`src/rtl/serial_tx_fifo_if.sv`:
```
// Bus-side bundle of serial_tx_fifo: word push handshake, per-frame
// configuration, serial output and status. The front-end takes the master
// view, the transmitter takes the slave view.
interface serial_tx_fifo_if #(
    parameter int SIZE  = 32,
    parameter int DEPTH = 4,
    parameter int DIV_W = 16
);
    localparam int LVL_W = $clog2(DEPTH) + 1;

    logic [SIZE-1:0]  DataIn;
    logic             Sample;
    logic             Ready;
    logic             StartTx;
    logic             LsbFirst;
    logic             ParityEn;
    logic             OddParity;
    logic [DIV_W-1:0] BitDiv;
    logic             Dout;
    logic             TxBusy;
    logic             TxDone;
    logic [LVL_W-1:0] Level;
    logic             Overflow;

    modport master (
        output DataIn, Sample, StartTx, LsbFirst, ParityEn, OddParity, BitDiv,
        input  Ready, Dout, TxBusy, TxDone, Level, Overflow
    );

    modport slave (
        input  DataIn, Sample, StartTx, LsbFirst, ParityEn, OddParity, BitDiv,
        output Ready, Dout, TxBusy, TxDone, Level, Overflow
    );
endinterface

```
`src/rtl/serial_tx_fifo.sv`:
```
// Buffered serial transmitter: a DEPTH-word FIFO feeding a shift register
// that serialises one word per frame on Dout. Bit order, optional parity
// and bit period are captured when a frame starts and held for its length.
module serial_tx_fifo #(
    parameter int SIZE  = 32,
    parameter int DEPTH = 4,
    parameter int DIV_W = 16
) (
    input  logic             Clk,
    input  logic             Reset_n,
    serial_tx_fifo_if.slave  bus
);
    localparam int AW    = $clog2(DEPTH);
    localparam int LVL_W = AW + 1;
    localparam int CW    = $clog2(SIZE);
    localparam logic [CW-1:0]    LAST_BIT = CW'(SIZE - 1);
    localparam logic [LVL_W-1:0] FULL_LVL = LVL_W'(DEPTH);

    typedef enum logic [1:0] {IDLE, DATA, PARITY} state_e;

    // FIFO storage and bookkeeping
    logic [SIZE-1:0]  mem_q [DEPTH];
    logic [AW-1:0]    wr_ptr_q, wr_ptr_d;
    logic [AW-1:0]    rd_ptr_q, rd_ptr_d;
    logic [LVL_W-1:0] level_q, level_d;
    logic             overflow_q, overflow_d;

    // Frame engine
    state_e           state_q, state_d;
    logic [SIZE-1:0]  shift_q, shift_d;
    logic [CW-1:0]    bit_cnt_q, bit_cnt_d;
    logic [DIV_W-1:0] div_q, div_d;
    logic [DIV_W-1:0] bit_div_q, bit_div_d;
    logic             lsb_first_q, lsb_first_d;
    logic             par_en_q, par_en_d;
    logic             parity_q, parity_d;
    logic             done_q, done_d;

    logic full;
    logic push;
    logic pop;

    // Full, push and pop all look at the pre-pop level, so a push that
    // coincides with a pop while full is still rejected.
    assign full = (level_q == FULL_LVL);
    assign push = bus.Sample && !full;
    assign pop  = (state_q == IDLE) && bus.StartTx && (level_q != '0);

    // Word storage: written on an accepted push only.
    // NOTE: the array has no reset; reset empties the FIFO through the
    // pointers and level, so stale words are never read back.
    always_ff @(posedge Clk) begin
        if (push) begin
            mem_q[wr_ptr_q] <= bus.DataIn;
        end
    end

    // Next pointers, occupancy and the sticky overflow flag.
    // NOTE: every output of a combinational block gets a default first so
    // no path leaves it unassigned and no latch is inferred.
    always_comb begin
        wr_ptr_d   = wr_ptr_q + AW'(push);
        rd_ptr_d   = rd_ptr_q + AW'(pop);
        level_d    = level_q;
        overflow_d = overflow_q | (bus.Sample & full);
        case ({push, pop})
            2'b10:   level_d = level_q + LVL_W'(1);
            2'b01:   level_d = level_q - LVL_W'(1);
            default: level_d = level_q;
        endcase
    end

    // FIFO state register.
    // NOTE: sequential state uses non-blocking assignments only, so every
    // flop samples values from before the edge.
    always_ff @(posedge Clk or negedge Reset_n) begin
        if (!Reset_n) begin
            wr_ptr_q   <= '0;
            rd_ptr_q   <= '0;
            level_q    <= '0;
            overflow_q <= 1'b0;
        end else begin
            wr_ptr_q   <= wr_ptr_d;
            rd_ptr_q   <= rd_ptr_d;
            level_q    <= level_d;
            overflow_q <= overflow_d;
        end
    end

    // Frame sequencing: start on a queued word, count bit periods, shift,
    // optionally append parity, then flag completion for one cycle.
    always_comb begin
        state_d     = state_q;
        shift_d     = shift_q;
        bit_cnt_d   = bit_cnt_q;
        div_d       = div_q;
        bit_div_d   = bit_div_q;
        lsb_first_d = lsb_first_q;
        par_en_d    = par_en_q;
        parity_d    = parity_q;
        done_d      = 1'b0;
        case (state_q)
            IDLE: begin
                if (pop) begin
                    shift_d     = mem_q[rd_ptr_q];
                    lsb_first_d = bus.LsbFirst;
                    par_en_d    = bus.ParityEn;
                    parity_d    = (^mem_q[rd_ptr_q]) ^ bus.OddParity;
                    bit_div_d   = bus.BitDiv;
                    div_d       = bus.BitDiv;
                    bit_cnt_d   = '0;
                    state_d     = DATA;
                end
            end
            DATA: begin
                if (div_q == '0) begin
                    div_d = bit_div_q;
                    if (bit_cnt_q == LAST_BIT) begin
                        if (par_en_q) begin
                            state_d = PARITY;
                        end else begin
                            state_d = IDLE;
                            done_d  = 1'b1;
                        end
                    end else begin
                        bit_cnt_d = bit_cnt_q + CW'(1);
                        shift_d   = lsb_first_q ? (shift_q >> 1) : (shift_q << 1);
                    end
                end else begin
                    div_d = div_q - DIV_W'(1);
                end
            end
            PARITY: begin
                if (div_q == '0) begin
                    state_d = IDLE;
                    done_d  = 1'b1;
                end else begin
                    div_d = div_q - DIV_W'(1);
                end
            end
            default: state_d = IDLE;
        endcase
    end

    // Frame engine state register; reset aborts any frame in flight.
    always_ff @(posedge Clk or negedge Reset_n) begin
        if (!Reset_n) begin
            state_q     <= IDLE;
            shift_q     <= '0;
            bit_cnt_q   <= '0;
            div_q       <= '0;
            bit_div_q   <= '0;
            lsb_first_q <= 1'b0;
            par_en_q    <= 1'b0;
            parity_q    <= 1'b0;
            done_q      <= 1'b0;
        end else begin
            state_q     <= state_d;
            shift_q     <= shift_d;
            bit_cnt_q   <= bit_cnt_d;
            div_q       <= div_d;
            bit_div_q   <= bit_div_d;
            lsb_first_q <= lsb_first_d;
            par_en_q    <= par_en_d;
            parity_q    <= parity_d;
            done_q      <= done_d;
        end
    end

    // Serial line: current data bit, parity bit, or 0 while idle.
    always_comb begin
        bus.Dout = 1'b0;
        if (state_q == DATA) begin
            bus.Dout = lsb_first_q ? shift_q[0] : shift_q[SIZE-1];
        end else if (state_q == PARITY) begin
            bus.Dout = parity_q;
        end
    end

    assign bus.TxBusy   = (state_q != IDLE);
    assign bus.TxDone   = done_q;
    assign bus.Ready    = !full;
    assign bus.Level    = level_q;
    assign bus.Overflow = overflow_q;
endmodule

```
`src/flat_wrapper.sv`:
```
// flat-port wrapper written by rule: the top's interface ports become plain ports
module serial_tx_fifo_flat 
#(
    parameter int SIZE  = 32,
    parameter int DEPTH = 4,
    parameter int DIV_W = 16
)
  (Clk, Reset_n, bus_DataIn, bus_Sample, bus_StartTx, bus_LsbFirst, bus_ParityEn, bus_OddParity, bus_BitDiv, bus_Ready, bus_Dout, bus_TxBusy, bus_TxDone, bus_Level, bus_Overflow);
  serial_tx_fifo_if #(.SIZE(SIZE), .DEPTH(DEPTH), .DIV_W(DIV_W)) bus_i ();
  input  logic Clk;
  input  logic Reset_n;
  input wire logic [$bits(bus_i.DataIn)-1:0] bus_DataIn;
  input wire logic [$bits(bus_i.Sample)-1:0] bus_Sample;
  input wire logic [$bits(bus_i.StartTx)-1:0] bus_StartTx;
  input wire logic [$bits(bus_i.LsbFirst)-1:0] bus_LsbFirst;
  input wire logic [$bits(bus_i.ParityEn)-1:0] bus_ParityEn;
  input wire logic [$bits(bus_i.OddParity)-1:0] bus_OddParity;
  input wire logic [$bits(bus_i.BitDiv)-1:0] bus_BitDiv;
  output wire logic [$bits(bus_i.Ready)-1:0] bus_Ready;
  output wire logic [$bits(bus_i.Dout)-1:0] bus_Dout;
  output wire logic [$bits(bus_i.TxBusy)-1:0] bus_TxBusy;
  output wire logic [$bits(bus_i.TxDone)-1:0] bus_TxDone;
  output wire logic [$bits(bus_i.Level)-1:0] bus_Level;
  output wire logic [$bits(bus_i.Overflow)-1:0] bus_Overflow;
  assign bus_i.DataIn = bus_DataIn;
  assign bus_i.Sample = bus_Sample;
  assign bus_i.StartTx = bus_StartTx;
  assign bus_i.LsbFirst = bus_LsbFirst;
  assign bus_i.ParityEn = bus_ParityEn;
  assign bus_i.OddParity = bus_OddParity;
  assign bus_i.BitDiv = bus_BitDiv;
  assign bus_Ready = bus_i.Ready;
  assign bus_Dout = bus_i.Dout;
  assign bus_TxBusy = bus_i.TxBusy;
  assign bus_TxDone = bus_i.TxDone;
  assign bus_Level = bus_i.Level;
  assign bus_Overflow = bus_i.Overflow;
  serial_tx_fifo #(.SIZE(SIZE), .DEPTH(DEPTH), .DIV_W(DIV_W)) u_core (.Clk(Clk), .Reset_n(Reset_n), .bus(bus_i));
endmodule
```
`config.mk`:
```
export PLATFORM = sky130hd
export DESIGN_NAME = serial_tx_fifo_flat
export DESIGN_NICKNAME = d
export VERILOG_FILES = /design/src/rtl/serial_tx_fifo_if.sv /design/src/rtl/serial_tx_fifo.sv /design/src/flat_wrapper.sv
export SDC_FILE = /design/constraint.sdc
export NUM_CORES = 1
export LEC_CHECK = 0
export BUFFER_PORTS_ARGS = -buffer_cell sky130_fd_sc_hd__buf_2
export CORE_ASPECT_RATIO = 1.1
export CORE_MARGIN = 2
export CORE_UTILIZATION = 25
export DETAILED_ROUTE_END_ITERATION = 7
export GPL_TIMING_DRIVEN = 1
export PLACE_DENSITY = 0.37
export SLEW_MARGIN = 20
export SYNTH_ARGS = -nofsm -noshare
export SYNTH_HDL_FRONTEND = slang
export SYNTH_SLANG_ARGS = --single-unit
```
`constraint.sdc`:
```
create_clock -name Clk -period 4 [get_ports Clk]
set_input_delay 0.2 -clock Clk [delete_from_list [all_inputs] [get_ports Clk]]
set_output_delay 0.2 -clock Clk [all_outputs]
set_load 0.005 [all_outputs]
```
Word-level counts from Yosys, hierarchy flattened

Memory sizes are Yosys's and may differ from the RTL's.
Cells that the tools add are included.

Memory bits (read-only): 0
Bits of input ports: 55
Memories: 1
Register bits: 83
Logic and storage cells: 81
Output and inout bits: 8
Latch bits: 0
Bits in writable memories: 128

Reduce and logical (&&, ||, !) cells: 16
Multipliers: 0
Shifts and indexed selects: 0
Add/subtract/negate cells: 6
Equality and inequality tests: 12
Div/mod/pow operators: 0
Order comparisons: 0
Mux-type cells: 30
Bitwise logic cells: 3

Memories:

| name         | depth | bits a word | rd ports | clocked after memory_dff | wr ports | RTL line             | RTL |
|---|---|---|---|---|---|---|---|
| u_core.mem_q | 4     | 32          | 1        | 0                        | 1        | serial_tx_fifo.sv:22 | `logic [SIZE-1:0] mem_q [DEPTH];` |

Operator list:

| operator                                              | count |
|---|---|
| 2-to-1 mux 32 bit                                     | 4 |
| one-hot mux 32 bit (2 select lines)                   | 1 |
| 2-to-1 mux 16 bit                                     | 3 |
| one-hot mux 16 bit (3 select lines)                   | 1 |
| XOR reduction 32 bit                                  | 1 |
| zero test 16 bit                                      | 1 |
| subtractor 16 x 1 -> 16 bit, second input constant    | 1 |
| 2-to-1 mux 5 bit                                      | 3 |
| 2-to-1 mux 2 bit                                      | 5 |
| one-hot mux 5 bit (2 select lines)                    | 1 |
| 2-to-1 mux 1 bit                                      | 9 |
| inequality test 2 x 1 -> 1 bit, second input constant | 4 |
| AND reduction 4 bit                                   | 2 |
| one-hot mux 2 bit (3 select lines)                    | 1 |
| one-hot mux 3 bit (2 select lines)                    | 1 |
| nonzero test 2 bit                                    | 3 |
| nonzero test 3 bit                                    | 2 |
| adder 5 x 1 -> 5 bit, second input constant           | 1 |
| equality test 5 bit, second input constant            | 1 |
| adder 2 x 1 -> 2 bit                                  | 2 |
| equality test 2 x 1 -> 1 bit, second input constant   | 2 |
| equality test 2 bit, second input constant            | 2 |
| inequality test 2 bit, second input constant          | 2 |
| adder 3 x 1 -> 3 bit, second input constant           | 1 |
| 11 further kinds                                      | 13 |

Longest topological paths before layout

Gate-level depths: netlist of the first run.

Word-level depth: 5
Gate-level depth with buffers: 12
Gate-level depth less buffers: 10

Worst setup path before layout of the first run

Ideal clock, no wire load.

Path type: reg-to-reg
From: register u_core.level_q[0] (netlist: u_core.bus.Level[0])
To: memory u_core.mem_q[1][0], enable pin
Path slack: 0.429 ns
Setup time: 0.468 ns
Buffers on the path: 0
Required time: 3.532 ns
Data arrival time: 3.103 ns
Stages on the path, launching flop included: 5
Period minus slack after synthesis: 3.571 ns
Cell sequence: dfrtp_1 > nor2_1 > nand2_1 > nand2_1 > nor3b_1

Cells in the longest elaborated chain, start to end: 5

RTL lines:

| item                                   | RTL line             | RTL |
|---|---|---|
| start, declared                        | serial_tx_fifo.sv:25 | `logic [LVL_W-1:0] level_q, level_d;` |
| start signal, assigned                 | serial_tx_fifo.sv:85 | `level_q <= level_d;` |
| equality test 3 bit                    | serial_tx_fifo.sv:45 | `assign full = (level_q == FULL_LVL);` |
| zero test 1 bit                        | n/a                  |  |
| net bus_Ready                          | flat_wrapper.sv:19   | `output wire logic [$bits(bus_i.Ready)-1:0] bus_Ready;` |
| logical AND 1 bit                      | serial_tx_fifo.sv:46 | `assign push = bus.Sample && !full;` |
| 2-to-1 mux 1 bit                       | serial_tx_fifo.sv:53 | `if (push) begin` |
| 2-to-1 mux 1 bit (implied by the code) | serial_tx_fifo.sv:54 | `mem_q[wr_ptr_q] <= bus.DataIn;` |
| end, declared                          | serial_tx_fifo.sv:22 |  |

The timed path passes the listed nets, and every way through them passes these cells.

Final worst setup path of the first run

From: register u_core.div_q[6]
To: register u_core.div_q[9]

Cells in the longest elaborated chain, start to end: 3
Elaborated cells between the ends (all ways): 7
Those cells by class: add/sub (1); eq/ne (1); mux (3); reduce/logical (2)

RTL lines:

| item                                                                       | RTL line              | RTL |
|---|---|---|
| start, declared                                                            | serial_tx_fifo.sv:32  | `logic [DIV_W-1:0] div_q, div_d;` |
| start signal, assigned                                                     | serial_tx_fifo.sv:161 | `div_q <= div_d;` |
| subtractor 16 x 1 -> 16 bit or zero test 16 bit (tied branches)            | n/a                   |  |
| 2-to-1 mux 16 bit (tied with other cells)                                  | serial_tx_fifo.sv:134 | `if (div_q == '0) begin` |
| one-hot mux 16 bit (3 select lines) or AND reduction 3 bit (tied branches) | n/a                   |  |

Parallel ways exist; a longest one is shown, timed or not. The select of a mux whose other input is x is not followed.
A chain may end at the register's enable or synchronous reset.

==> flow_summary.yaml, run 1 <==
status:
  status: "finished clean"
timing:
  worst_pin_slew_ps: 1010
  setup_viol: 0
  max_freq_ghz: 0.3252
  maxSlewViolCount: 0
  relSlewSlack_pct: 32.69
  period_share_pct: 76.88
  finalCriticalPeriod_ps: 3075
  fin_skew_ps: 11.88
  finalHoldViolCount: 0
  setup_tns_ps: 0
  rsz0062_at_grt: "no"
min_path:
  hp-class: "input port to flop"
  min_delay_path_depth: 5
  min_from: "bus_StartTx"
yosys:
  synthCells: 734
  yosysTopAreaCellShare_pct: 40.40
  yosysUniqueCellTypes: 53
  synth.avg_cell_area_um2: 12.96
  async_reset_ff_share_pct: 39.34
  synth_warnings: 0
  yosysSeqAreaShare_pct: 62.23
  synth.net_count: 802
  syn_area_mm2: 0.009514
  yosysTopAreaCell: "edfxtp_1"
  yosys_most_used_dff: "edfxtp_1"
  synth-edff-count: 128
  ys_seq_elements: 211
  synthTopCellsByArea: "edfxtp_1 40%, dfrtp_1 22%, mux4_2 7.6%, nand2_1 4.8%, mux2i_1 3.7%"
power:
  power.total_mw: 10.42
  p_leak_nw: 4.495
  vdd_drop_max_mv: 0.5486
  p_per_area_mw_per_mm2: 878.3
finish:
  num-nets-final: 919
  multi_input_area_mm2: 0.003391
  syn2layout_area_growth_pct: 24.65
  num_antenna_cells: 0
  n_fill_cell: 3729
  layout_commonest_cell: "edfxtp_1"
  regArea_mm2: 0.005923
  final_cell_mix: "128 x edfxtp_1, 121 x nand2_1, 81 x dfrtp_1"
  drive_gt1_share_pct: 19.40
routing:
  vias_per_cell: 4.404
  route.detailed.drc: 0
  firstDrtPassIters: 6
  wl_per_cell_um: 16.98
  drt_wl_total_um: 23170
  drtAntennaViolNets: 0
  vias: 6012
  first_iter_violations: 303
placed_design:
  gp_congestion: 0.6826
  dpl.hpwl_um: 14060
  port_buffers: 62
worst_setup_path:
  path_class: "flop to flop"
  critPathLaunchType: "flop"
  r2r_cells: 7
  cp_num_cells: 7
  cp_num_buf_inv: 0
  worstPathMaxFanout: 21
  cp-startpoint: "u_core.div_q[6]"
  slowest_stage: "or4_4"
  cp-end-kind: "flop"
  cp_data_arrival_time_ps: 3490
  crit_chain: "or4_4 > or4_1 > or2_1 > a21oi_4 > nand2b_1 > a31oi_1 > a21o_1"
  r2r-start: "u_core.div_q[6]"
  max_stage_delay_ps: 570
  crit_family: "simple AND/OR/NAND/NOR gates"
  required_ps: 4420
floorplanning:
  start_util_pct: 25.50
  die_x_um: 190
  rows: 74
  die_h_um: 208.6
  boundaryPins: 63
  coreArea_mm2: 0.03731
  floorplan.die_area_mm2: 0.03963
flow_run:
  cap_violations: 0
clock_network:
  path_clk_slew_ps: 60
  cts_sinks: 211
  htreeDepth: 1
  ctsResizeCount: 0
  cts_tree: "done"
  cts_setup_buffers: 0
  postCtsHoldBufs: 53
  insertion_delay_ps: 520
  clockBufferDepth: 3
  clock-root-buffer: "clkbuf_16"
  numCtsBuffers: 26
grt:
  grt_pass1_wl_um: 37190
  grt.total_usage_pct: 11.94
  grt_overflow: 0
  grt_pass1_vias: 6421
  grt_max_degree: 69
  antenna_found_initial: 0
[cell type report]
| type | count | area share [%] |
|---|---|---|
| well taps | 494 | 5.212 |
| clock inverters | 12 | 1.361 |
| multi-input cells | 468 | 28.59 |
| inverters | 12 | 0.3798 |
| flip-flops and latches | 211 | 49.95 |
| repair buffers | 132 | 8.187 |
| clock buffers | 36 | 6.320 |
[metal layers]
metal  GRT usage [%]  vias up  wire (um)
li1                -     2912          -
met1           15.68     2960      10550
met2           20.49      108      11300
met3           1.948       32        926
met4           2.994        0        397
met5               0        -          0
[stage by stage]
step	area (um^2)	utilization, %	setup slack [ps]	hold slack (ps)	std cells
finish	11860	31.78	924.7	240.4	1365
detailed placement	10420	27.91	865.7	391.9	1264
CTS	11860	31.78	857.4	217.9	1365
floorplan	9514	-	429.5	-95.59	734
global placement	10420	27.91	885.4	397.4	1264
global route	11860	31.78	753.8	245.7	1365
[worst paths after layout]
path	endpoint	slack, ps
setup / recovery	u_core.div_q[9]	920
hold / removal	u_core.bus.Level[0]	240
setup reg to reg	u_core.div_q[9]	920
hold reg to reg	u_core.bus.Overflow	470
max in group asynchronous	u_core.lsb_first_q	2750
min in group asynchronous	u_core.div_q[7]	340
[state kept, by name (all words and copies together), names as in the netlist, 2 cells and up]
name / flops
u_core.div_q: 16
u_core.bus.Level: 3
u_core.bit_div_q: 16
u_core.mem_q: 128
u_core.state_q: 2
u_core.shift_q: 32
u_core.wr_ptr_q: 2
u_core.rd_ptr_q: 2
u_core.bit_cnt_q: 5
[cell usage after synthesis (3+ instances only)]
library cell	n
inv_1	10
xnor2_1	29
nor3_1	8
edfxtp_1	128
a21oi_1	37
and3_1	3
mux4_2	32
nor3b_1	3
nand2_1	121
mux2i_1	35
buf_2	8
xor2_1	12
o21ai_1	14
o31ai_1	6
dfrtp_1	83
o211a_1	3
clkbuf_1	29
or3_1	4
o21ai_0	49
a21o_1	4
nor2_1	48
o211ai_1	10
nand2b_1	5
ha_1	12
nand3_1	3
buf_6	3
[where the power goes]
| part | internal (mW) | switching, mW | leakage (nW) |
|---|---|---|---|
| registers | 3.01 | 0.466 | 2.20 |
| logic | 2.05 | 2.40 | 1.84 |
| clock network | 1.56 | 0.916 | 0.451 |
| total | 6.63 | 3.79 | 4.49 |
[worst reg2reg max path, stage by stage, from the launching register on]
cell      delay (ps)
dfrtp_1          430
or4_4            570
or4_1            530
or2_1            410
a21oi_4          560
nand2b_1         200
a31oi_1           80
a21o_1           190
[kinds of logic (layout without fill, tap and decap cells)]
family | count (synthesis) | after routing | synth area share [%]
compound gates | 139 | 139 | 8.667
flops | 211 | 211 | 62.23
mux | 68 | 68 | 11.38
xor+xnor | 42 | 42 | 4.011
buf+inv | 55 | 192 | 2.591
simple gates | 206 | 206 | 9.337
fa+ha+maj | 13 | 13 | 1.788
Power figures use the tool's default switching activity.
==> run 2, diff against run 1 <==
clock period = 3 ns   (was 4 ns; I/O delays follow)
==> flow_summary.yaml, run 2 (synthesis results as in run 1) <==
finish:
  largestRegisters: "u_core.mem_q x128, u_core.shift_q x32"
  layout_commonest_cell: "edfxtp_1"
  largest_reg_flops: 128
  final_cell_mix: "128 x edfxtp_1, 121 x nand2_1, 81 x dfrtp_1"
  num_antenna_cells: 0
  syn2layout_area_growth_pct: 26.41
  top_register: "u_core.mem_q"
  num-nets-final: 925
  drive_gt1_share_pct: 20.30
routing:
  drtAntennaViolNets: 0
  vias: 5958
  firstDrtPassIters: 4
  vias_per_cell: 4.346
  wl_per_cell_um: 16.80
  route.detailed.drc: 0
  first_iter_violations: 228
  drt_wl_total_um: 23030
timing:
  setup_viol: 0
  period_share_pct: 89.69
  finalCriticalPeriod_ps: 2691
  maxSlewViolCount: 0
  rsz0062_at_grt: "no"
  relSlewSlack_pct: 49.84
  finalHoldViolCount: 0
  setup_slack_ps: 309.3
  fin_skew_ps: 12.80
  worst_pin_slew_ps: 750.7
  max_freq_ghz: 0.3717
placed_design:
  gp_congestion: 0.6982
  port_buffers: 62
  dp_slack_ps: 249.0
  dpl.hpwl_um: 14410
grt:
  antenna_found_initial: 0
  grt_max_degree: 69
  grt_overflow: 0
  grt_use_met3_pct: 1.814
  grt-busiest-layer: "met2"
  grt.total_usage_pct: 11.83
  grt_pass1_vias: 6159
  grt_pass1_wl_um: 36730
  grtUsageMet2_pct: 20.04
  grtUsageMet1_pct: 15.95
clock_network:
  cts_sinks: 211
  insertion_delay_ps: 540
  htreeDepth: 1
  cts_tree: "done"
  cts_setup_buffers: 0
  path_clk_slew_ps: 60
  numCtsBuffers: 26
  clockBufferDepth: 3
  clock-root-buffer: "clkbuf_16"
status:
  status: "finished clean"
power:
  seqPwrFrac_pct: 32.3
  vdd_drop_max_mv: 0.8455
  p_int_mw: 8.982
  p_sw_share_pct: 36.00
  p_per_area_mw_per_mm2: 1167
  p_leak_nw: 4.570
  power.total_mw: 14.03
  comb_power_share_pct: 44.1
  power.net_switching_mw: 5.052
  pwr-share-clk_pct: 23.6
min_path:
  hp-class: "input port to flop"
worst_setup_path:
  worstPathMaxFanout: 50
  cp-end-kind: "flop"
  required_ps: 3450
  cp_data_arrival_time_ps: 3140
  crit_chain: "or4_4 > or4_1 > or2_4 > nor3_2 > o21ai_4 > buf_12 > o21ai_0"
  slowest_stage: "or4_4"
  critPathLaunchType: "flop"
  max_stage_delay_ps: 570
  path_class: "flop to flop"
floorplanning:
  floorplan.die_area_mm2: 0.03963
  die_h_um: 208.6
  boundaryPins: 63
  coreArea_mm2: 0.03731
  start_util_pct: 25.50
  rows: 74
  die_x_um: 190
flow_run:
  cap_violations: 0
==> run 2: metal layers <==
layer	vias to the layer above	routed length, um
met5	-	0
met4	0	461
met3	29	691
met2	80	11290
met1	2923	10580
li1	2926	-
==> run 2: worst max-delay path: cells and delay by family (launching register included) <==
kind | cells | cell delay, ps
AND/OR/NAND/NOR | 4 | 1520
buffers and inverters | 1 | 240
AO/OA/AOI/OAI | 2 | 400
flip-flops | 1 | 420
==> run 2: stage by stage <==
step	setup TNS, ps	hold WS [ps]	instances	instance area (um^2)	utilization, %
2_1_floorplan	-47340	-145.6	734	9514	-
3_3_place_gp	0	179.9	1271	10570	28.32
3_5_place_dp	0	164.8	1271	10570	28.32
4_1_cts	0	67.23	1371	12020	32.22
5_1_grt	0	99.88	1371	12030	32.23
6_report	0	87.12	1371	12030	32.23
==> run 2: repair_timing <==
item | CTS | global route
setup endpoints to repair | 0 | 3
hold buffers | 52 | 0
endpoints found under the hold margin | 196 | 0
resized for setup | 0 | 1
==> run 2: worst paths after layout <==
kind / slack, ps / startpoint / endpoint / cells after the start
min: 90 / bus_StartTx / u_core.parity_q / 3
max in group asynchronous: 2180 / Reset_n / u_core.lsb_first_q / 3
max: 310 / u_core.div_q[6] / u_core.shift_q[4] / 7
min reg2reg: 470 / u_core.bus.Overflow / u_core.bus.Overflow / 1
min in group asynchronous: 140 / Reset_n / u_core.bit_div_q[7] / 2
max reg2reg: 310 / u_core.div_q[6] / u_core.shift_q[4] / 7
==> run 2: area by class of cell <==
class	count	area, um^2
Fill cell	3747	25290
Sequential cell	211	5923
Multi-Input combinational cell	468	3391
Timing Repair Buffer	138	1114
Clock buffer	40	793.3
Tap cell	494	618.1
Clock inverter	8	142.6
Inverter	12	45.04
==> run 2: power groups by stage <==
stage / clock network [mW] / logic (mW) / registers, mW
floorplan: 0 / 4.64 / 4.42
global placement: 0 / 6.28 / 4.59
detailed placement: 0 / 6.29 / 4.59
CTS: 3.45 / 6.39 / 4.54
global route: 3.55 / 6.96 / 4.64
finish: 3.32 / 6.19 / 4.53
==> run 3, diff against run 2 <==
MAX_ROUTING_LAYER = met4   (was unset)
==> flow_summary.yaml, run 3 (synthesis results as in run 1) <==
power:
  p_per_area_mw_per_mm2: 1167
  vdd_drop_max_mv: 0.8461
  p_int_mw: 8.982
  seqPwrFrac_pct: 32.3
  p_sw_share_pct: 36.00
  pwr-share-clk_pct: 23.6
  p_leak_nw: 4.570
  comb_power_share_pct: 44.1
  power.net_switching_mw: 5.052
floorplanning:
  coreArea_mm2: 0.03731
  die_x_um: 190
  die_h_um: 208.6
  floorplan.die_area_mm2: 0.03963
  start_util_pct: 25.50
  boundaryPins: 63
  rows: 74
finish:
  fin_util_pct: 32.23
  n_fill_cell: 3747
  layout_commonest_cell: "edfxtp_1"
  multi_input_area_mm2: 0.003391
  largest_reg_flops: 128
  syn2layout_area_growth_pct: 26.41
  largestRegisters: "u_core.mem_q x128, u_core.shift_q x32"
  num_antenna_cells: 0
  final_cell_mix: "128 x edfxtp_1, 121 x nand2_1, 81 x dfrtp_1"
  drive_gt1_share_pct: 20.30
  top_register: "u_core.mem_q"
  num-nets-final: 925
  regArea_mm2: 0.005923
placed_design:
  gp_congestion: 0.7058
  dpl.hpwl_um: 14410
  port_buffers: 62
worst_setup_path:
  cp-startpoint: "u_core.div_q[6]"
  max_stage_delay_ps: 570
  worstPathMaxFanout: 50
  r2r-start: "u_core.div_q[6]"
  ff2ff_setup_slack_ps: 320
  r2r_end: "u_core.shift_q[4]"
  required_ps: 3410
  path_class: "flop to flop"
  cp_data_arrival_time_ps: 3090
  critPathCapture: "u_core.shift_q[4]"
  r2r_cells: 8
  cp-end-kind: "flop"
  slowest_stage: "or4_4"
  critPathLaunchType: "flop"
  crit_chain: "or4_4 > or4_1 > or2_4 > nor3_2 > o21ai_4 > buf_12 > nand2_1 > o21ai_0"
timing:
  worst_pin_slew_ps: 741.3
  setup_tns_ps: 0
  setup_viol: 0
  fin_skew_ps: 12.60
  finalCriticalPeriod_ps: 2680
  relSlewSlack_pct: 50.46
  maxSlewViolCount: 0
  period_share_pct: 89.35
  max_freq_ghz: 0.3731
  rsz0062_at_grt: "no"
  finalHoldViolCount: 0
routing:
  vias_per_cell: 4.342
  route.met2.wl_um: 11220
  drtAntennaViolNets: 0
  met1_length_um: 10610
  route.detailed.drc: 0
  wl_per_cell_um: 16.80
  drt_wl_total_um: 23030
  top_layer: "met4"
  vias: 5953
  firstDrtPassIters: 4
  first_iter_violations: 249
  wl_met3_um: 741
flow_run:
  cap_violations: 0
clock_network:
  clockBufferDepth: 3
  cts_sinks: 211
  cts_tree: "done"
  htreeDepth: 1
  path_clk_slew_ps: 60
  cts_setup_buffers: 0
  numCtsBuffers: 26
  clock-root-buffer: "clkbuf_16"
  insertion_delay_ps: 540
grt:
  grt_overflow: 0
  antenna_found_initial: 0
  grt.total_usage_pct: 12.20
  grt_pass1_wl_um: 36760
  grt_pass1_vias: 6148
  grt_max_degree: 69
min_path:
  hp-class: "input port to flop"
status:
  status: "finished clean"
## run 3: how the worst min path moves through the flow
stage	start	depth (start not counted)	slack [ps]	end
after floorplan	Reset_n	0	-150	u_core.bit_cnt_q[0]
after detailed placement	Reset_n	1	160	u_core.bit_div_q[7]
final	bus_StartTx	3	80	u_core.parity_q
after CTS	bus_StartTx	3	70	u_core.parity_q
after global placement	Reset_n	1	180	u_core.bit_div_q[7]
after global routing	bus_StartTx	4	100	u_core.bit_div_q[1]
## run 3: per-layer routing
| metal | vias to the layer above | GRT usage, % |
|---|---|---|
| met5 | - | - |
| met4 | 0 | 2.700 |
| met3 | 29 | 1.814 |
| met2 | 91 | 19.96 |
| met1 | 2906 | 16.06 |
| li1 | 2927 | - |
## run 3: layout make-up
cell class	instances	area share, %
Clock buffer	40	6.596
Clock inverter	8	1.186
Inverter	12	0.3745
Multi-Input combinational cell	468	28.19
Sequential cell	211	49.25
Tap cell	494	5.139
Timing Repair Buffer	138	9.259
## run 3: power by group through the flow
stage | Sequential (mW) | Combinational, mW | Clock, mW
3_3_place_gp | 4.59 | 6.28 | 0
6_report | 4.53 | 6.18 | 3.32
2_1_floorplan | 4.42 | 4.64 | 0
4_1_cts | 4.54 | 6.39 | 3.45
3_5_place_dp | 4.59 | 6.29 | 0
5_1_grt | 4.64 | 6.97 | 3.55
## run 3: critical path: cells and delay by family (launching register included)
family | cells | cell delay (ps)
AOI/OAI and AO/OA | 2 | 290
and+or+nand+nor | 5 | 1600
DFF | 1 | 420
buffers and inverters | 1 | 240
## run 3: per-stage QoR
stage	std cells	setup WS, ps	hold slack (ps)	area [um^2]	total power [mW]
after global routing	1371	71.23	99.87	12030	15.16
after detailed placement	1271	249.0	164.8	10570	10.88
after floorplan	734	-570.5	-145.6	9514	9.066
after CTS	1371	211.2	67.23	12020	14.37
final	1371	319.6	82.34	12030	14.03
after global placement	1271	268.9	179.9	10570	10.87
## run 3: what timing repair did
action	CTS	global route
hold buffers	52	0
endpoints found under the setup margin	0	5
endpoints found under the hold margin	196	0
gates resized for setup	0	1
